==> config.mk <==
export PLATFORM = sky130hd
export DESIGN_NAME = izh_inacc_sequencer_flat
export DESIGN_NICKNAME = d
export VERILOG_FILES = /design/src/rtl/izh_inacc_sequencer_if.sv /design/src/rtl/izh_inacc_sequencer.sv /design/src/flat_wrapper.sv
export SDC_FILE = /design/constraint.sdc
export NUM_CORES = 1
export LEC_CHECK = 0
export CAP_MARGIN = 20
export CORE_AREA = 2 2 72 74
export DETAILED_ROUTE_END_ITERATION = 8
export DIE_AREA = 0 0 74 76
export DONT_BUFFER_PORTS = 1
export PLACE_DENSITY_LB_ADDON = 0.3
export SLEW_MARGIN = 10
export SYNTH_ARGS = -nofsm -noshare
export SYNTH_HDL_FRONTEND = slang
export SYNTH_SLANG_ARGS = --single-unit
==> constraint.sdc <==
create_clock -name clk -period 2.13 [get_ports clk]
set_clock_uncertainty 0.2 [all_clocks]
set_input_delay 0.426 -clock clk [delete_from_list [all_inputs] [get_ports clk]]
set_output_delay 0.426 -clock clk [all_outputs]
set_load 0.02 [all_outputs]
==> src/rtl/izh_inacc_sequencer_if.sv <==
// Four-phase event handshake between the event scheduler and the accumulator sequencer.
// The master raises req with a stable event; the slave answers with ack.
interface izh_inacc_sequencer_if;
  logic       req;
  logic       ack;
  logic [1:0] kind;    // 00 exc, 01 inh, 10 leak sweep, 11 reserved
  logic [7:0] neur;
  logic [2:0] weight;

  modport master (output req, output kind, output neur, output weight, input ack);
  modport slave  (input req, input kind, input neur, input weight, output ack);
endinterface

==> src/rtl/izh_inacc_sequencer.sv <==
// Event sequencer: neuron-state SRAM read-modify-write around the combinational Izhikevich
// input accumulator, with one-cycle overflow pulses toward the neuron output logic.
module izh_inacc_sequencer #(
  parameter int unsigned N         = 256,
  parameter int unsigned ACC_DEPTH = 11
) (
  input  logic                 clk,
  input  logic                 rst_n,
  izh_inacc_sequencer_if.slave evt,
  output logic [ACC_DEPTH-1:0] inacc_state_o,
  output logic [2:0]           inacc_weight_o,
  output logic                 inacc_exc_o,
  output logic                 inacc_inh_o,
  output logic                 inacc_leak_o,
  input  logic [ACC_DEPTH-1:0] inacc_state_next_i,
  input  logic                 ovfl_exc_i,
  input  logic                 ovfl_inh_i,
  input  logic                 ovfl_leak_i,
  output logic                 sram_cs_o,
  output logic                 sram_we_o,
  output logic [7:0]           sram_addr_o,
  output logic [ACC_DEPTH-1:0] sram_wdata_o,
  input  logic [ACC_DEPTH-1:0] sram_rdata_i,
  output logic                 spk_valid_o,
  output logic [7:0]           spk_neur_o,
  output logic [1:0]           spk_type_o,
  output logic                 busy_o
);

  localparam logic [1:0] KindExc  = 2'b00;
  localparam logic [1:0] KindInh  = 2'b01;
  localparam logic [1:0] KindLeak = 2'b10;
  localparam logic [1:0] KindRsvd = 2'b11;
  localparam logic [7:0] LastAddr = 8'(N - 1);

  typedef enum logic [2:0] {StIdle, StRead, StCalc, StWrite, StAck} state_e;

  state_e               state_q;
  logic [1:0]           kind_q;
  logic [2:0]           weight_q;
  logic [7:0]           addr_q;
  logic [ACC_DEPTH-1:0] inacc_state_q;
  logic [ACC_DEPTH-1:0] wdata_q;
  logic                 exc_q, inh_q, leak_q;
  logic                 cs_q, we_q, spk_q, ack_q;

  always_ff @(posedge clk or negedge rst_n) begin
    if (!rst_n) begin
      state_q       <= StIdle;
      kind_q        <= '0;
      weight_q      <= '0;
      addr_q        <= '0;
      inacc_state_q <= '0;
      wdata_q       <= '0;
      exc_q         <= 1'b0;
      inh_q         <= 1'b0;
      leak_q        <= 1'b0;
      cs_q          <= 1'b0;
      we_q          <= 1'b0;
      spk_q         <= 1'b0;
      ack_q         <= 1'b0;
    end else begin
      // Pulse-type outputs are only ever high for the single cycle of their state.
      exc_q  <= 1'b0;
      inh_q  <= 1'b0;
      leak_q <= 1'b0;
      cs_q   <= 1'b0;
      we_q   <= 1'b0;
      spk_q  <= 1'b0;
      unique case (state_q)
        StIdle: begin
          if (evt.req) begin
            kind_q   <= evt.kind;
            weight_q <= evt.weight;
            addr_q   <= (evt.kind == KindLeak) ? 8'd0 : evt.neur;
            if (evt.kind == KindRsvd) begin
              ack_q   <= 1'b1;
              state_q <= StAck;
            end else begin
              cs_q    <= 1'b1;
              state_q <= StRead;
            end
          end
        end
        StRead: begin
          exc_q   <= (kind_q == KindExc);
          inh_q   <= (kind_q == KindInh);
          leak_q  <= (kind_q == KindLeak);
          state_q <= StCalc;
        end
        StCalc: begin
          inacc_state_q <= sram_rdata_i;
          wdata_q       <= inacc_state_next_i;
          unique case (kind_q)
            KindExc:  spk_q <= ovfl_exc_i;
            KindInh:  spk_q <= ovfl_inh_i;
            KindLeak: spk_q <= ovfl_leak_i;
            default:  spk_q <= 1'b0;
          endcase
          cs_q    <= 1'b1;
          we_q    <= 1'b1;
          state_q <= StWrite;
        end
        StWrite: begin
          if (kind_q == KindLeak && addr_q != LastAddr) begin
            addr_q  <= addr_q + 8'd1;
            cs_q    <= 1'b1;
            state_q <= StRead;
          end else begin
            ack_q   <= 1'b1;
            state_q <= StAck;
          end
        end
        StAck: begin
          if (!evt.req) begin
            ack_q   <= 1'b0;
            state_q <= StIdle;
          end
        end
        default: state_q <= StIdle;
      endcase
    end
  end

  // Read data only arrives during CALC; the captured copy keeps the output steady afterwards.
  assign inacc_state_o  = (state_q == StCalc) ? sram_rdata_i : inacc_state_q;
  assign inacc_weight_o = weight_q;
  assign inacc_exc_o    = exc_q;
  assign inacc_inh_o    = inh_q;
  assign inacc_leak_o   = leak_q;
  assign sram_cs_o      = cs_q;
  assign sram_we_o      = we_q;
  assign sram_addr_o    = addr_q;
  assign sram_wdata_o   = wdata_q;
  assign spk_valid_o    = spk_q;
  assign spk_neur_o     = addr_q;
  assign spk_type_o     = kind_q;
  assign busy_o         = (state_q != StIdle);
  assign evt.ack        = ack_q;

endmodule

==> src/flat_wrapper.sv <==
// flat-port wrapper written by rule: the top's interface ports become plain ports
module izh_inacc_sequencer_flat 
#(
  parameter int unsigned N         = 256,
  parameter int unsigned ACC_DEPTH = 11
)
  (clk, rst_n, inacc_state_o, inacc_weight_o, inacc_exc_o, inacc_inh_o, inacc_leak_o, inacc_state_next_i, ovfl_exc_i, ovfl_inh_i, ovfl_leak_i, sram_cs_o, sram_we_o, sram_addr_o, sram_wdata_o, sram_rdata_i, spk_valid_o, spk_neur_o, spk_type_o, busy_o, evt_req, evt_kind, evt_neur, evt_weight, evt_ack);
  izh_inacc_sequencer_if evt_i ();
  input  logic clk;
  input  logic rst_n;
  output logic [ACC_DEPTH-1:0] inacc_state_o;
  output logic [2:0] inacc_weight_o;
  output logic inacc_exc_o;
  output logic inacc_inh_o;
  output logic inacc_leak_o;
  input  logic [ACC_DEPTH-1:0] inacc_state_next_i;
  input  logic ovfl_exc_i;
  input  logic ovfl_inh_i;
  input  logic ovfl_leak_i;
  output logic sram_cs_o;
  output logic sram_we_o;
  output logic [7:0] sram_addr_o;
  output logic [ACC_DEPTH-1:0] sram_wdata_o;
  input  logic [ACC_DEPTH-1:0] sram_rdata_i;
  output logic spk_valid_o;
  output logic [7:0] spk_neur_o;
  output logic [1:0] spk_type_o;
  output logic busy_o;
  input wire logic [$bits(evt_i.req)-1:0] evt_req;
  input wire logic [$bits(evt_i.kind)-1:0] evt_kind;
  input wire logic [$bits(evt_i.neur)-1:0] evt_neur;
  input wire logic [$bits(evt_i.weight)-1:0] evt_weight;
  output wire logic [$bits(evt_i.ack)-1:0] evt_ack;
  assign evt_i.req = evt_req;
  assign evt_i.kind = evt_kind;
  assign evt_i.neur = evt_neur;
  assign evt_i.weight = evt_weight;
  assign evt_ack = evt_i.ack;
  izh_inacc_sequencer #(.N(N), .ACC_DEPTH(ACC_DEPTH)) u_core (.clk(clk), .rst_n(rst_n), .evt(evt_i), .inacc_state_o(inacc_state_o), .inacc_weight_o(inacc_weight_o), .inacc_exc_o(inacc_exc_o), .inacc_inh_o(inacc_inh_o), .inacc_leak_o(inacc_leak_o), .inacc_state_next_i(inacc_state_next_i), .ovfl_exc_i(ovfl_exc_i), .ovfl_inh_i(ovfl_inh_i), .ovfl_leak_i(ovfl_leak_i), .sram_cs_o(sram_cs_o), .sram_we_o(sram_we_o), .sram_addr_o(sram_addr_o), .sram_wdata_o(sram_wdata_o), .sram_rdata_i(sram_rdata_i), .spk_valid_o(spk_valid_o), .spk_neur_o(spk_neur_o), .spk_type_o(spk_type_o), .busy_o(busy_o));
endmodule
---- Word level (Yosys, flattened, before mapping) ----
Cells that the tools add are included.
operators by class
  add/subtract/negate cells ............... 1
  equal/unequal tests ..................... 14
  muxes and demuxes ....................... 25
  reductions and logical operators ........ 10
operators with widths
  kind                                                    count
  two-way mux 8 bit                                       3
  case mux 8 bit (2 select lines)                         1
  case mux 3 bit (5 select lines)                         1
  two-way mux 1 bit                                       12
  two-way mux 3 bit                                       4
  two-way mux 11 bit                                      1
  case mux 1 bit (3 select lines)                         3
  adder 8 x 1 -> 8 bit (second input constant)            1
  inequality test 8 bit (second input constant)           1
  equality test 2 bit (second input constant)             3
  equality test 3 x 2 -> 1 bit (second input constant)    2
  inequality test 2 bit (second input constant)           3
  nonzero test 3 bit                                      2
  AND reduction 5 bit                                     1
  inequality test 2 x 1 -> 1 bit (second input constant)  2
  AND reduction 2 bit                                     2
  equality test 3 x 1 -> 1 bit (second input constant)    1
  equality test 3 bit (second input constant)             1
  logical NOT 3 bit                                       1
  AND reduction 3 bit                                     1
  equality test 2 x 1 -> 1 bit (second input constant)    1
  logical NOT 2 bit                                       1
  nonzero test 2 bit                                      1
  logical AND 1 bit                                       1
storage, ports and cells
  register bits after elaboration ......... 45

---- Logic depth before layout (Yosys ltp) ----
  depth in word-level cells ............... 4
  gate-level depth with buffers ........... 7
  depth with buffers taken out ............ 5

---- Worst setup path before layout ----
No wires, ideal clock.
  path kind ............................... register to output
  start point ............................. register u_core.state_q[0]
  end point ............................... output port inacc_state_o[3]
  data arrival time ....................... 1620 ps
  required time ........................... 1504 ps
  path slack .............................. -116 ps
  stages on the path, launching flop included .. 6
  buffers on the path ..................... 2
  path through ............................ dfrtp_1 > buf_2 > nand2b_1 > nor2_1 > buf_2 > mux2_1
on the way
  longest elaborated chain between the ends .. 2
RTL lines
  what                          RTL line                    source
  start: declaration            izh_inacc_sequencer.sv:38   state_e state_q;
  start signal: assignment      izh_inacc_sequencer.sv:49   state_q <= StIdle;
  start signal: assignment      izh_inacc_sequencer.sv:78   state_q <= StAck;
  start signal: assignment      izh_inacc_sequencer.sv:81   state_q <= StRead;
  equality test 3 x 2 -> 1 bit  izh_inacc_sequencer.sv:126  assign inacc_state_o = (state_q == StCalc) ? sram_rdata_i : inacc_state_q;
  two-way mux 11 bit            izh_inacc_sequencer.sv:126
  end: declaration              flat_wrapper.sv:11          output logic [ACC_DEPTH-1:0] inacc_state_o;
Every way passes these cells.

---- Final worst setup path ----
  start point ............................. register u_core.state_q[0]
  end point ............................... output port inacc_state_o[0]
Same word-level chain as after synthesis.

==> impl_metrics.sql <==
INSERT INTO impl_metrics (metric_group, metric, value, unit) VALUES
('status', 'outcome', 'finished, final reports clean', ''),
('route', 'drt_drc_violations_left', '0', ''),
('setup_path', 'critical-path-top-delay-family', 'flip-flops', ''),
('die', 'dieHeight', '76', 'um'),
('timing', 'maxSlewViolCount', '0', ''),
('final_layout', 'antennaDiodeCount', '0', ''),
('synthesis', 'yosys_register_bits', '45', ''),
('placement', 'place_congestion', '0.870', ''),
('power', 'p_leak', '1.08', 'nW'),
('run', 'max-cap-violations', '0', ''),
('setup_path', 'critical_path_buf_inv_count', '1', ''),
('placement', 'hpwlAfterDp', '3250', 'um'),
('cts', 'clock_tree.htree_level_count', '2', ''),
('setup_path', 'crit_path_start', 'u_core.state_q[0]', ''),
('power', 'vdd_ir_drop_max', '0.808', 'mV'),
('timing', 'slew_headroom', '0.766', ''),
('die', 'num_rows', '26', ''),
('cts', 'clkSlewWorstSetupHoldPaths', '80', 'ps'),
('route', 'drt_first_iter_violations', '70', ''),
('cts', 'clock_insertion_delay_worst_skew', '290', 'ps'),
('setup_path', 'slowest_stage_delay_cp', '390', 'ps'),
('grt', 'grt_antenna_before_repair', '0', ''),
('route', 'post_drt_via_cell_ratio', '5.54', ''),
('synthesis', 'synthesis.area', '0.00211', 'mm2'),
('cts', 'tritoncts.num_buffers', '5', ''),
('die', 'num_io_pins', '92', ''),
('grt', 'groute.layer.met1.usage', '0.231', ''),
('synthesis', 'post_synthesis_cell_count', '185', ''),
('die', 'initial_utilization', '0.429', ''),
('grt', 'grt_pass1_wl', '7710', 'um'),
('synthesis', 'synth-seq-area-share', '0.534', ''),
('cts', 'cts_buffer_depth', '2', ''),
('grt', 'overall_routing_resource_usage', '0.181', ''),
('setup_path', 'crit_cells', '4', ''),
('cts', 'cts_tree', 'done', ''),
('timing', 'period_share', '0.998', ''),
('grt', 'grt_remaining_overflow', '0', ''),
('route', 'wire_per_inst', '18.1', 'um'),
('die', 'die-area', '0.00562', 'mm2'),
('grt', 'grt_pass1_vias', '1542', ''),
('route', 'ant_nets', '0', ''),
('final_layout', 'area_of_the_multi_input_gates', '900', 'um2'),
('timing', 'max_freq', '470', 'MHz'),
('synthesis', 'synth_warn', '0', ''),
('synthesis', 'avg_inst_size_synth', '11.4', 'um2'),
('setup_path', 'worstPathCellList', 'nand2b_4, nor2_4, buf_12, mux2_4', ''),
('setup_path', 'reg2reg_depth', '5', ''),
('timing', 'worst_slack', '3.56', 'ps'),
('grt', 'grt-busiest-layer', 'met2', ''),
('synthesis', 'synth_async_sr_flop_share', '1.00', ''),
('final_layout', 'fillCellCount', '436', ''),
('route', 'via_count', '1469', ''),
('cts', 'cell_chosen_for_the_clock_root', 'clkbuf_8', ''),
('placement', 'placement.io_buffers', '0', ''),
('power', 'p_total', '4.54', 'mW'),
('timing', 'worst-slew-pin-transition', '351', 'ps'),
('setup_path', 'r2r_setup_slack', '110', 'ps'),
('setup_path', 'critical_path_required', '1500', 'ps'),
('synthesis', 'postSynthNetCount', '227', ''),
('final_layout', 'sequential_cell_area', '0.00113', 'mm2'),
('power', 'power_density', '1840', 'mW/mm2'),
('synthesis', 'yosysUniqueCellTypes', '46', ''),
('setup_path', 'critPathLaunchType', 'flop', ''),
('setup_path', 'rr_startpoint', 'u_core.state_q[0]', ''),
('grt', 'grt_use_met3', '0.0728', ''),
('synthesis', 'postSynth.topFlopCell', 'dfrtp_1', ''),
('final_layout', 'area.growth.synth_to_final', '17.0', '%'),
('die', 'design.core.area', '0.00491', 'mm2'),
('timing', 'rsz0062_at_grt', 'true', ''),
('placement', 'placed_cells_incl_taps', '253', ''),
('setup_path', 'crit_arrival', '1500', 'ps');
-- metal layers --
metal,up-vias,share of wire
met5,-,0
met4,0,0.020
met2,64,0.48
met3,10,0.082
li1,677,-
met1,718,0.41
-- power breakdown --
group / leakage [nW] / switching [mW] / internal [mW]
registers: 0.539 / 0.436 / 1.25
clock network: 0.0546 / 0.286 / 0.347
logic: 0.489 / 1.27 / 0.950
-- timing repair --
item / in CTS / in global routing
cloned: 1 / 0
hold buffers: 2 / 0
pin swaps: 0 / 0
buffers inserted: 2 / 0
setup endpoints to repair: 11 / 11
hold endpoints to repair: 45 / 0
resized for setup: 16 / 0
-- kinds of logic (layout without fill, tap and decap cells) --
group                      Yosys count  count (layout)  share of synthesized area
and+or+nand+nor                     54              54                      0.140
AOI/OAI and AO/OA                   39              39                      0.132
adders and majority gates            1               1                    0.00594
muxes                               23              23                      0.122
buffers and inverters               23              33                     0.0653
DFF                                 45              45                      0.534
-- sequential cells by signal, summed over array words and instances (netlist names) --
signal                 count
u_core.inacc_state_q      11
u_core.inacc_exc_o         1
u_core.state_q             3
u_core.sram_cs_o           1
u_core.spk_neur_o          8
u_core.sram_wdata_o       11
u_core.sram_we_o           1
u_core.spk_valid_o         1
u_core.inacc_leak_o        1
u_core.inacc_inh_o         1
u_core.inacc_weight_o      3
u_core.spk_type_o          2
u_core.evt.ack             1
-- synth_stat cells, drive strengths merged (2+ instances only) --
cell type,count,area share
a31oi,6,0.018
nor4b,2,0.011
a311oi,2,0.0083
nand2b,4,0.012
clkbuf,5,0.0089
a21oi,12,0.030
nor2,8,0.014
a211oi,2,0.0095
o21ai,6,0.014
nand2,19,0.037
a21o,2,0.0071
mux2,22,0.12
nand3,4,0.0095
dfrtp,45,0.53
buf,15,0.051
inv,3,0.0053
nor3,4,0.0095
or3,4,0.012
-- layout by cell type (no fill, tap or decap), types with 4 or more instances in the layout --
master	instances
dfrtp_1	45
buf_4	19
nand2_1	18
mux2_4	11
a21oi_1	11
mux2_2	11
nor2_1	7
a31oi_1	6
clkbuf_8	5
or3_1	4
nor3_1	4
nand3_1	4
o21ai_0	4
-- stage by stage --
stage	utilization	hold slack, ps	area, um2
2_1_floorplan	-	-69.6	2110
3_3_place_gp	0.452	-68.0	2220
3_5_place_dp	0.452	-68.2	2220
4_1_cts	0.502	25.2	2460
5_1_grt	0.502	23.4	2460
6_report	0.502	35.8	2460
-- how the worst min path moves through the flow --
stage,startpoint,to,slack [ps],depth (start not counted)
detailed placement,rst_n,u_core.spk_neur_o[6],-70,0
finish,evt_weight[0],u_core.inacc_weight_o[0],40,2
CTS,evt_weight[0],u_core.inacc_weight_o[0],30,2
floorplan,rst_n,u_core.evt.ack,-70,0
global route,evt_weight[2],u_core.inacc_weight_o[2],20,2
global placement,rst_n,u_core.spk_neur_o[4],-70,0
-- cell type report --
class / instances / share of cell area
Clock inverter: 2 / 0.0157
Sequential cell: 45 / 0.457
Inverter: 3 / 0.00457
Multi-Input combinational cell: 117 / 0.365
Timing Repair Buffer: 23 / 0.0944
Clock buffer: 5 / 0.0279
Tap cell: 70 / 0.0355
(Power assumes the default switching activity.)
